### src/rtl/noc_pkg.sv
// Shared NoC constants: default packet width, requester count and VC encodings.
// Purely declarative; no latency or backpressure of its own.
package noc_pkg;

  localparam int PACKET_WIDTH = 64;
  localparam int NUM_REQ      = 4;

  localparam logic VC_EVEN = 1'b0;
  localparam logic VC_ODD  = 1'b1;

  // Pointer width that stays legal for a single requester.
  function automatic int ptr_width(input int n);
    return (n > 1) ? $clog2(n) : 1;
  endfunction

endpackage

### src/rtl/rr_arbiter.sv
// Round-robin picker: first set request at or above ptr_i, wrapping; combinational, 0 cycles.
// No backpressure; the caller gates the grant when it cannot accept.
module rr_arbiter
  import noc_pkg::*;
#(
  parameter int NUM_REQ = noc_pkg::NUM_REQ
) (
  input  logic [NUM_REQ-1:0]            req_i,
  input  logic [ptr_width(NUM_REQ)-1:0] ptr_i,
  output logic [NUM_REQ-1:0]            gnt_o
);

  localparam int PTR_W = ptr_width(NUM_REQ);

  logic             found;
  logic [PTR_W-1:0] idx;

  always_comb begin
    gnt_o = '0;
    found = 1'b0;
    idx   = '0;
    for (int k = 0; k < NUM_REQ; k++) begin
      idx = PTR_W'((int'(ptr_i) + k) % NUM_REQ);
      if (!found && req_i[idx]) begin
        gnt_o[idx] = 1'b1;
        found      = 1'b1;
      end
    end
  end

endmodule

### src/rtl/output_port_arbiter.sv
// Output port arbiter: per-VC round-robin grant into a one-deep registered link slot; grant
// same cycle, packet on out_do one cycle later; out_ro low holds the slot and blocks all grants.
module output_port_arbiter
  import noc_pkg::*;
#(
  parameter int PACKET_WIDTH = noc_pkg::PACKET_WIDTH,
  parameter int NUM_REQ      = noc_pkg::NUM_REQ
) (
  input  logic                            clk,
  input  logic                            reset,
  input  logic [NUM_REQ-1:0]              req,
  input  logic [NUM_REQ-1:0]              req_vc,
  input  logic [NUM_REQ*PACKET_WIDTH-1:0] req_data,
  output logic [NUM_REQ-1:0]              gnt,
  input  logic                            polarity,
  output logic                            out_so,
  input  logic                            out_ro,
  output logic [PACKET_WIDTH-1:0]         out_do
);

  localparam int PTR_W = ptr_width(NUM_REQ);

  logic [NUM_REQ-1:0]         elig;
  logic [NUM_REQ-1:0]         arb_gnt;
  logic                       slot_free;
  logic [PTR_W-1:0]           ptr_inc;
  logic [1:0][PTR_W-1:0]      ptr_q, ptr_d;
  logic                       out_so_q, out_so_d;
  logic [PACKET_WIDTH-1:0]    out_do_q, out_do_d;

  // Only packets on the VC matching the current link phase compete.
  assign elig      = req & ~(req_vc ^ {NUM_REQ{polarity}});
  assign slot_free = ~out_so_q | out_ro;

  rr_arbiter #(.NUM_REQ(NUM_REQ)) u_rr (
    .req_i (elig),
    .ptr_i (ptr_q[polarity]),
    .gnt_o (arb_gnt)
  );

  assign gnt = (slot_free && !reset) ? arb_gnt : '0;

  always_comb begin
    out_do_d = out_do_q;
    out_so_d = out_so_q;
    ptr_d    = ptr_q;
    ptr_inc  = '0;
    for (int i = 0; i < NUM_REQ; i++) begin
      if (gnt[i]) begin
        out_do_d = req_data[i*PACKET_WIDTH +: PACKET_WIDTH];
        ptr_inc  = PTR_W'((i + 1) % NUM_REQ);
      end
    end
    if (|gnt) begin
      out_so_d        = 1'b1;
      ptr_d[polarity] = ptr_inc;
    end else if (slot_free) begin
      out_so_d = 1'b0;
    end
  end

  always_ff @(posedge clk) begin
    if (reset) begin
      out_so_q <= 1'b0;
      out_do_q <= '0;
      ptr_q    <= '0;
    end else begin
      out_so_q <= out_so_d;
      out_do_q <= out_do_d;
      ptr_q    <= ptr_d;
    end
  end

  assign out_so = out_so_q;
  assign out_do = out_do_q;

endmodule

### config.mk
export PLATFORM = sky130hd
export DESIGN_NAME = output_port_arbiter
export DESIGN_NICKNAME = d
export VERILOG_FILES = /design/src/rtl/noc_pkg.sv /design/src/rtl/rr_arbiter.sv /design/src/rtl/output_port_arbiter.sv
export SDC_FILE = /design/constraint.sdc
export NUM_CORES = 1
export LEC_CHECK = 0
export CAP_MARGIN = 15
export CORE_AREA = 2 2 130 132
export CTS_BUF_LIST = sky130_fd_sc_hd__clkbuf_16
export DETAILED_ROUTE_END_ITERATION = 8
export DIE_AREA = 0 0 132 134
export DONT_BUFFER_PORTS = 1
export PLACE_DENSITY = 0.45
export RECOVER_POWER = 50
export SLEW_MARGIN = 25
export SYNTH_ARGS = -nofsm -noshare
export SYNTH_HDL_FRONTEND = slang
export SYNTH_SLANG_ARGS = --single-unit
### constraint.sdc
create_clock -name clk -period 3.65 [get_ports clk]
set_input_delay 0.1825 -clock clk [delete_from_list [all_inputs] [get_ports clk]]
set_output_delay 0.1825 -clock clk [all_outputs]
set_load 0.005 [all_outputs]
==> results of run 1 <==
-- cells in the mapped netlist, drive strengths merged, types with 4 or more instances --
cell type / n / area (um2)
a21oi: 9 / 60.05
a311o: 64 / 640.6
a311oi: 64 / 917.1
buf: 39 / 240.2
clkbuf: 26 / 97.59
dfxtp: 69 / 1381
ha: 7 / 87.58
inv: 6 / 22.52
mux2: 4 / 52.55
mux2i: 4 / 56.30
nand2: 200 / 750.7
nand2b: 8 / 60.06
nand3: 5 / 25.02
nor2: 136 / 520.5
nor3: 4 / 36.29
nor3b: 7 / 67.57
o22ai: 8 / 68.82
-- power by group through the flow --
stage | logic [mW] | registers [mW] | clock network, mW
floorplan | 0.939 | 1.02 | 0
global placement | 1.04 | 1.09 | 0
detailed placement | 1.08 | 1.09 | 0
CTS | 1.10 | 1.07 | 1.05
global route | 1.21 | 1.08 | 1.08
finish | 1.09 | 1.07 | 1.02
-- final cells by class --
type                       count  area (um2)
fill                        1692       10510
multi-input combinational    536        3541
sequential                    69        1381
tap                          220       275.3
clock buffer                   9       225.2
timing repair buffer          17       221.5
clock inverter                 7       113.9
inverter                       6       22.52
-- cell families (layout without fill, tap and decap cells) --
family,after synthesis,count (layout)
compound gates,156,156
flops,69,69
mux,8,8
simple gates,365,365
buf+inv,71,39
fa+ha+maj,7,7
-- worst paths after layout --
| kind | slack, ps | to | cells after the start |
|---|---|---|---|
| worst max-delay path | 290 | out_do[27] | 11 |
| worst min-delay path | 10 | out_do[55] | 2 |
| worst min register to register | 510 | ptr_q[3] | 2 |
| worst max register to register | 290 | out_do[27] | 11 |
-- metrics by stage --
step | setup slack [ps] | std cells
final | 286.8 | 864
after global routing | 69.76 | 864
after CTS | 164.2 | 864
after detailed placement | 187.5 | 844
after global placement | 339.0 | 844
after floorplan | 684.0 | 676
-- routing by layer --
layer	wire length (um)	share of wire
met5	0	0
met4	615	0.037
met3	1334	0.081
met2	8043	0.49
met1	6566	0.40
-- registers in the layout, indices dropped and copies added (netlist names) --
signal / count
out_so: 1
out_do: 64
ptr_q: 4
-- worst max-delay path, stage by stage (launching register included) --
cell and delay, ps:
dfxtp_1 400, nand2b_4 80, and2_0 230, ha_1 380
nor3b_2 340, nor2_1 170, nor3b_2 290, nor3_1 140
a41oi_4 280, buf_6 510, nor2_1 110, a311oi_2 250
-- what timing repair did --
item	in CTS	in global routing
hold endpoints to repair	67	0
gates resized for setup	0	1
hold buffers	4	0
endpoints found under the setup margin	0	36
setup buffers	0	0
==> results.yml, run 1 <==
sta:
  setup-violations-final: 0
  drv_slew: 0
  finalCritPeriodShare: 0.9214
  skew_ps: 7.825
  holdWs_ps: 14.68
  max_freq_mhz: 297.3
  tightest_slew_ps: 650.4
  max_slew_margin: 0.5664
  rsz0062_at_grt: "no"
  tns_ps: 0
  min_period_ps: 3363
  hold_viol: 0
cts:
  htreeDepth: 3
  clk_pin_slew_worst_paths_ps: 60
  clkLatencyLatePin_ps: 340
  cts_buffer_depth: 2
  cts.sinks: 69
  root_buffer: "clkbuf_16"
  cts_tree: "done"
  cts_buffers: 9
finish:
  layout_common_cells: "200 x nand2_1, 134 x nor2_1, 69 x dfxtp_1"
  final_common_cell: "nand2_1"
  drive_gt1_frac: 0.1786
  syn2layout_area_growth_pct: 9.765
  layout.nets: 914
  final_area_mm2: 0.005781
  antennaDiodeCount: 0
  finish.utilization: 0.3549
logic_synthesis:
  synth_edf_count: 0
  synth-seq-cells: 69
  synth-adder-area-share: 0.01663
  syn_inst: 676
  yosysSeqAreaShare: 0.2623
  synthFlopType: "dfxtp_1"
  synthSimpleGateAreaFrac: 0.2849
  synth_compound_area_frac: 0.3471
  syn_avg_cell_area_um2: 7.790
  synthArstFlopShare: 0
  syn_area_mm2: 0.005266
  synth_warnings: 0
  syn_nets: 951
  synth_cell_types: 47
  muxShareOfSynthArea: 0.02067
  synth_xor_area_frac: 0
  synth_top_family_by_area: "compound AO/OA/AOI/OAI gates"
run:
  max_cap_violations: 0
placed_design:
  io_buffers: 0
  dp_hpwl_um: 12330
  gp_congestion: 0.8832
  postPlaceCellArea_mm2: 0.005380
route:
  drtIter0Drc: 254
  drt_first_pass_iters: 5
  postRouteAntennaNets: 0
  vias_per_cell: 5.788
  vias: 5001
  drcViolationCount: 0
  post_drt_wl_per_cell_um: 19.17
  routed_wirelength_um: 16560
floorplanning:
  die_h_um: 134
  io_pins: 337
  chipWidth_um: 132
  dieArea_mm2: 0.01769
  core_region_area_mm2: 0.01629
  start_util: 0.3233
  row_count: 47
pwr:
  p_int_mw: 2.047
  p_total_mw: 3.176
  ir_drop_v: 0.0001962
  swShare: 0.3556
  p_comb_frac: 0.344
  p_switching_mw: 1.129
  p_leak_nw: 1.937
  p_seq_frac: 0.336
  power.share.clock: 0.320
  p_per_area_mw_per_mm2: 549.4
global_route:
  grt_pass1_vias: 4851
  grtUsageMet1: 0.2005
  met2_usage: 0.3116
  track_usage: 0.1792
  grtUsageMet3: 0.05367
  grt_max_degree: 87
  antenna_found_initial: 0
  grt_pass1_wl_um: 25590
  grt-busiest-layer: "met2"
  grt.overflow.total: 0
min_path:
  min_from: "req_data[247]"
  hold_class: "input pin to flop"
worst_setup_path:
  cp.arrival_ps: 3610
  required_ps: 3900
  end_kind: "flop"
  critPathMaxFanout: 74
  critPathLaunchType: "flop"
  setup.worst_path.start: "ptr_q[0]"
  worstSetupPathType: "flop to flop"
  reg2reg_from: "ptr_q[0]"
status:
  outcome: "finished, final reports clean"
No activity file was read; power rests on OpenSTA's default activity.
==> inputs of run 2 (changes only) <==
Settings changed: REMOVE_ABC_BUFFERS set to 1.
==> results.yml, run 2 (same netlist as run 1, synthesis figures left out) <==
pwr:
  p_switching_mw: 1.135
  power.share.clock: 0.271
  p_seq_frac: 0.359
  p_comb_frac: 0.370
  p_int_mw: 1.841
  p_per_area_mw_per_mm2: 516.3
  p_total_mw: 2.975
  ir_drop_v: 0.0002299
  p_leak_nw: 1.919
  swShare: 0.3813
cts:
  clkLatencyLatePin_ps: 340
  cts_buffers: 9
  htreeDepth: 3
  cts_buffer_depth: 2
  post_cts_resized: 0
  clk_pin_slew_worst_paths_ps: 60
  cts.sinks: 69
  root_buffer: "clkbuf_16"
  cts_tree: "done"
global_route:
  antenna_found_initial: 0
  track_usage: 0.2045
  grt_pass1_wl_um: 28600
  grt_pass1_vias: 5209
  grt.overflow.total: 0
  grt_max_degree: 84
floorplanning:
  start_util: 0.3233
  dieArea_mm2: 0.01769
  die_h_um: 134
  row_count: 47
  io_pins: 337
  core_region_area_mm2: 0.01629
  chipWidth_um: 132
worst_setup_path:
  critPathLaunchType: "flop"
  end_kind: "flop"
  path_cells: "nand2b_4 -> and2_1 -> ha_1 -> nor3_2 -> nor3b_1 -> mux2_4 -> o31ai_4 -> buf_4 -> nand2_1 -> a311o_1 -> a311oi_2"
  crit_family: "simple AND/OR/NAND/NOR gates"
  slowest_stage: "buf_4"
  worstSetupPathType: "flop to flop"
  critPathBufInv: 1
  required_ps: 3890
  critical_path.max_stage_delay_ps: 430
  cp.arrival_ps: 3510
  critPathMaxFanout: 39
sta:
  drv_slew: 0
  finalCritPeriodShare: 0.8938
  setup-violations-final: 0
  tns_ps: 0
  max_freq_mhz: 306.5
  skew_ps: 8.815
  max_slew_margin: 0.5980
  rsz0062_at_grt: "no"
  hold_viol: 0
  tightest_slew_ps: 603.0
  min_period_ps: 3263
route:
  drcViolationCount: 0
  vias_per_cell: 5.824
  drtIter0Drc: 224
  drt_first_pass_iters: 4
  vias: 5049
  post_drt_wl_per_cell_um: 21.22
  postRouteAntennaNets: 0
  routed_wirelength_um: 18400
placed_design:
  dp_hpwl_um: 13340
  postPlaceCellArea_mm2: 0.005398
  gp_congestion: 0.8934
  io_buffers: 0
finish:
  drive_gt1_frac: 0.1793
  layout.nets: 917
  antennaDiodeCount: 0
  final_common_cell: "nand2_1"
  syn2layout_area_growth_pct: 9.432
  layout_common_cells: "200 x nand2_1, 134 x nor2_1, 69 x dfxtp_1"
  final_area_mm2: 0.005763
  largest_register_ffs: 64
run:
  max_cap_violations: 0
status:
  outcome: "finished, final reports clean"
min_path:
  hold_class: "input pin to flop"
-- run 2: changes by cell type in the layout (fill, tap and decap cells not counted) --
cell,change
buf_6,-1
and2_1,+1
and2_0,-1
clkinv_4,-1
clkinv_2,+4
dlygate4sd3_1,+4
clkinvlp_4,+2
buf_12,+2
clkinv_1,-2
bufinv_16,-3
buf_4,-2
-- run 2: power by group through the flow --
| stage | Sequential, mW | Combinational, mW | Clock (mW) |
|---|---|---|---|
| 2_1_floorplan | 1.02 | 0.925 | 0 |
| 6_report | 1.07 | 1.10 | 0.805 |
| 3_3_place_gp | 1.09 | 1.05 | 0 |
| 3_5_place_dp | 1.08 | 1.08 | 0 |
| 5_1_grt | 1.08 | 1.22 | 0.869 |
| 4_1_cts | 1.07 | 1.11 | 0.838 |
-- run 2: worst paths after layout --
kind	start	end	slack, ps	depth (start not counted)
worst min-delay path	polarity	ptr_q[2]	20	2
worst max register to register	ptr_q[0]	out_do[35]	390	11
worst max-delay path	ptr_q[0]	out_do[35]	390	11
worst min register to register	ptr_q[3]	ptr_q[3]	490	2
-- run 2: per-layer routing --
| layer | share of wire | wire [um] | vias to the layer above | GRT usage |
|---|---|---|---|---|
| li1 | - | - | 2362 | - |
| met4 | 0.035 | 649 | 0 | 0.08877 |
| met1 | 0.38 | 6936 | 2425 | 0.2233 |
| met3 | 0.10 | 1885 | 43 | 0.09221 |
| met2 | 0.49 | 8925 | 219 | 0.3438 |
| met5 | 0 | 0 | - | 0 |
-- run 2: cell type report --
class                   count  area [um2]
clock buffers               9       225.2
well taps                 220       275.3
multi-input cells         536        3541
fillers                  1759       10530
clock inverters             7       42.54
inverters                   6       22.52
repair buffers             20       275.3
flip-flops and latches     69        1381
-- run 2: stage by stage --
step,setup WS (ps),hold slack (ps),cells,util
2_1_floorplan,-2618,250.4,611,-
3_3_place_gp,473.7,259.4,843,0.3314
3_5_place_dp,374.6,260.4,843,0.3314
4_1_cts,362.2,4.238,867,0.3538
5_1_grt,46.13,18.35,867,0.3538
6_report,387.5,22.96,867,0.3538
-- run 2: what timing repair did --
item,in CTS,in global routing
setup buffers,0,0
hold buffers,8,0
hold endpoints to repair,67,0
==> inputs of run 3 (changes only) <==
Clock period 3.65 ns to 3.96 ns, I/O delays scaled along.
==> results.yml, run 3 (same netlist as run 1, synthesis figures left out) <==
cts:
  holdBufCountCts: 1
  cts_buffer_depth: 2
  cts_buffers: 9
  cts.sinks: 69
  clkLatencyLatePin_ps: 340
  htreeDepth: 3
  cts_tree: "done"
  clk_pin_slew_worst_paths_ps: 60
  post_cts_resized: 0
  postCtsSetupBuffers: 0
  root_buffer: "clkbuf_16"
placed_design:
  io_buffers: 0
  pre_cts_slack_ps: 648.2
  gp_congestion: 0.8724
  dp_hpwl_um: 13230
sta:
  skew_ps: 4.832
  rsz0062_at_grt: "no"
  tightest_slew_ps: 566.0
  hold_viol: 0
  max_slew_margin: 0.6198
  max_freq_mhz: 287.5
  setup-violations-final: 0
  fin_ws_ps: 482.1
  finalCritPeriodShare: 0.8783
  min_period_ps: 3478
  drv_slew: 0
pwr:
  p_comb_frac: 0.362
  p_int_mw: 1.748
  p_switching_mw: 1.025
  p_leak_nw: 1.897
  swShare: 0.3698
  power.share.clock: 0.283
  p_per_area_mw_per_mm2: 488.7
  p_total_mw: 2.773
  p_seq_frac: 0.354
  ir_drop_v: 0.0002267
finish:
  fillCellCount: 1700
  finish.utilization: 0.3483
  final_common_cell: "nand2_1"
  drive_gt1_frac: 0.1737
  largest_register_ffs: 64
  layout_common_cells: "200 x nand2_1, 134 x nor2_1, 69 x dfxtp_1"
  syn2layout_area_growth_pct: 7.745
  layout.nets: 909
route:
  vias: 4976
  drt_first_pass_iters: 5
  post_drt_wl_per_cell_um: 21.15
  vias_per_cell: 5.786
  drtIter0Drc: 329
  postRouteAntennaNets: 0
  drcViolationCount: 0
  routed_wirelength_um: 18190
global_route:
  antenna_found_initial: 1
  grt_pass1_vias: 4932
  grt_pass1_wl_um: 27860
  grt_max_degree: 78
  grt.overflow.total: 0
  track_usage: 0.1995
worst_setup_path:
  critPathBufInv: 1
  end_kind: "flop"
  endpoint: "out_do[25]"
  critPathMaxFanout: 26
  worstSetupPathType: "flop to flop"
  slowest_stage: "nor3_1"
  ff2ff_setup_slack_ps: 480
  cp.arrival_ps: 3730
  crit_family: "compound AO/OA/AOI/OAI gates"
  reg2reg_from: "ptr_q[3]"
  critPathLaunchType: "flop"
  r2r_cells: 10
  critical_path_depth: 10
  setup.worst_path.start: "ptr_q[3]"
  required_ps: 4210
  r2r-end: "out_do[25]"
  critical_path.max_stage_delay_ps: 460
  path_cells: "mux2i_2 -> ha_1 -> nor3_1 -> nor3b_1 -> mux2_4 -> o31ai_4 -> buf_4 -> nor2_1 -> a311o_1 -> a311oi_2"
floorplanning:
  start_util: 0.3233
  core_region_area_mm2: 0.01629
  dieArea_mm2: 0.01769
  chipWidth_um: 132
  io_pins: 337
  die_h_um: 134
  row_count: 47
status:
  outcome: "finished, final reports clean"
run:
  max_cap_violations: 0
min_path:
  hold_class: "input pin to flop"
-- run 3: changes by cell type in the layout (fill, tap and decap cells not counted), moves of 2 or more --
| cell | previous run | this run |
|---|---|---|
| dlygate4sd3_1 | 7 | 0 |
| inv_1 | 5 | 7 |
| clkinv_2 | 4 | 2 |
| buf_12 | 7 | 5 |
| clkinvlp_4 | 3 | 1 |
-- run 3: per-stage QoR --
| stage | cells | TNS (ps) | area, um2 | hold WS [ps] |
|---|---|---|---|---|
| after detailed placement | 842 | 0 | 5365 | 274.6 |
| after global routing | 859 | 0 | 5672 | 16.82 |
| after CTS | 859 | 0 | 5677 | 2.254 |
| final | 860 | 0 | 5674 | 15.00 |
| after floorplan | 611 | -154490 | 4928 | 265.9 |
| after global placement | 842 | 0 | 5365 | 275.7 |
-- run 3: power groups by stage --
stage               registers [mW]  clock network [mW]  logic (mW)
floorplan                    0.943                   0       0.853
global placement              1.00                   0       0.966
detailed placement           0.998                   0       0.990
CTS                          0.986               0.814        1.01
global route                 0.999               0.850        1.11
finish                       0.983               0.786        1.00
-- run 3: layer usage --
metal  share of wire  global-route usage  wire (um)  vias up
li1                -                   -          -     2341
met5               0                   0          0        -
met1            0.39              0.2310       7052     2380
met4           0.020             0.07186        372        0
met3           0.097             0.07521       1771       24
met2            0.49              0.3374       8996      231
-- run 3: area by class of cell --
cell class              instances  area, um2  area share
multi-input cells             536       3536      0.6232
flip-flops and latches         69       1381      0.2434
well taps                     220      275.3     0.04851
clock buffers                   9      225.2     0.03969
repair buffers                 12      172.7     0.03043
clock inverters                 7      58.81     0.01036
inverters                       6      22.52    0.003969
diodes                          1      2.502   0.0004410
-- run 3: worst min path at each step --
stage / cells past startpoint / to / startpoint
after global routing: 2 / ptr_q[3] / polarity
after CTS: 2 / ptr_q[3] / polarity
final: 2 / ptr_q[3] / polarity
after floorplan: 1 / out_do[0] / reset
after global placement: 1 / out_do[12] / reset
after detailed placement: 1 / out_do[12] / reset
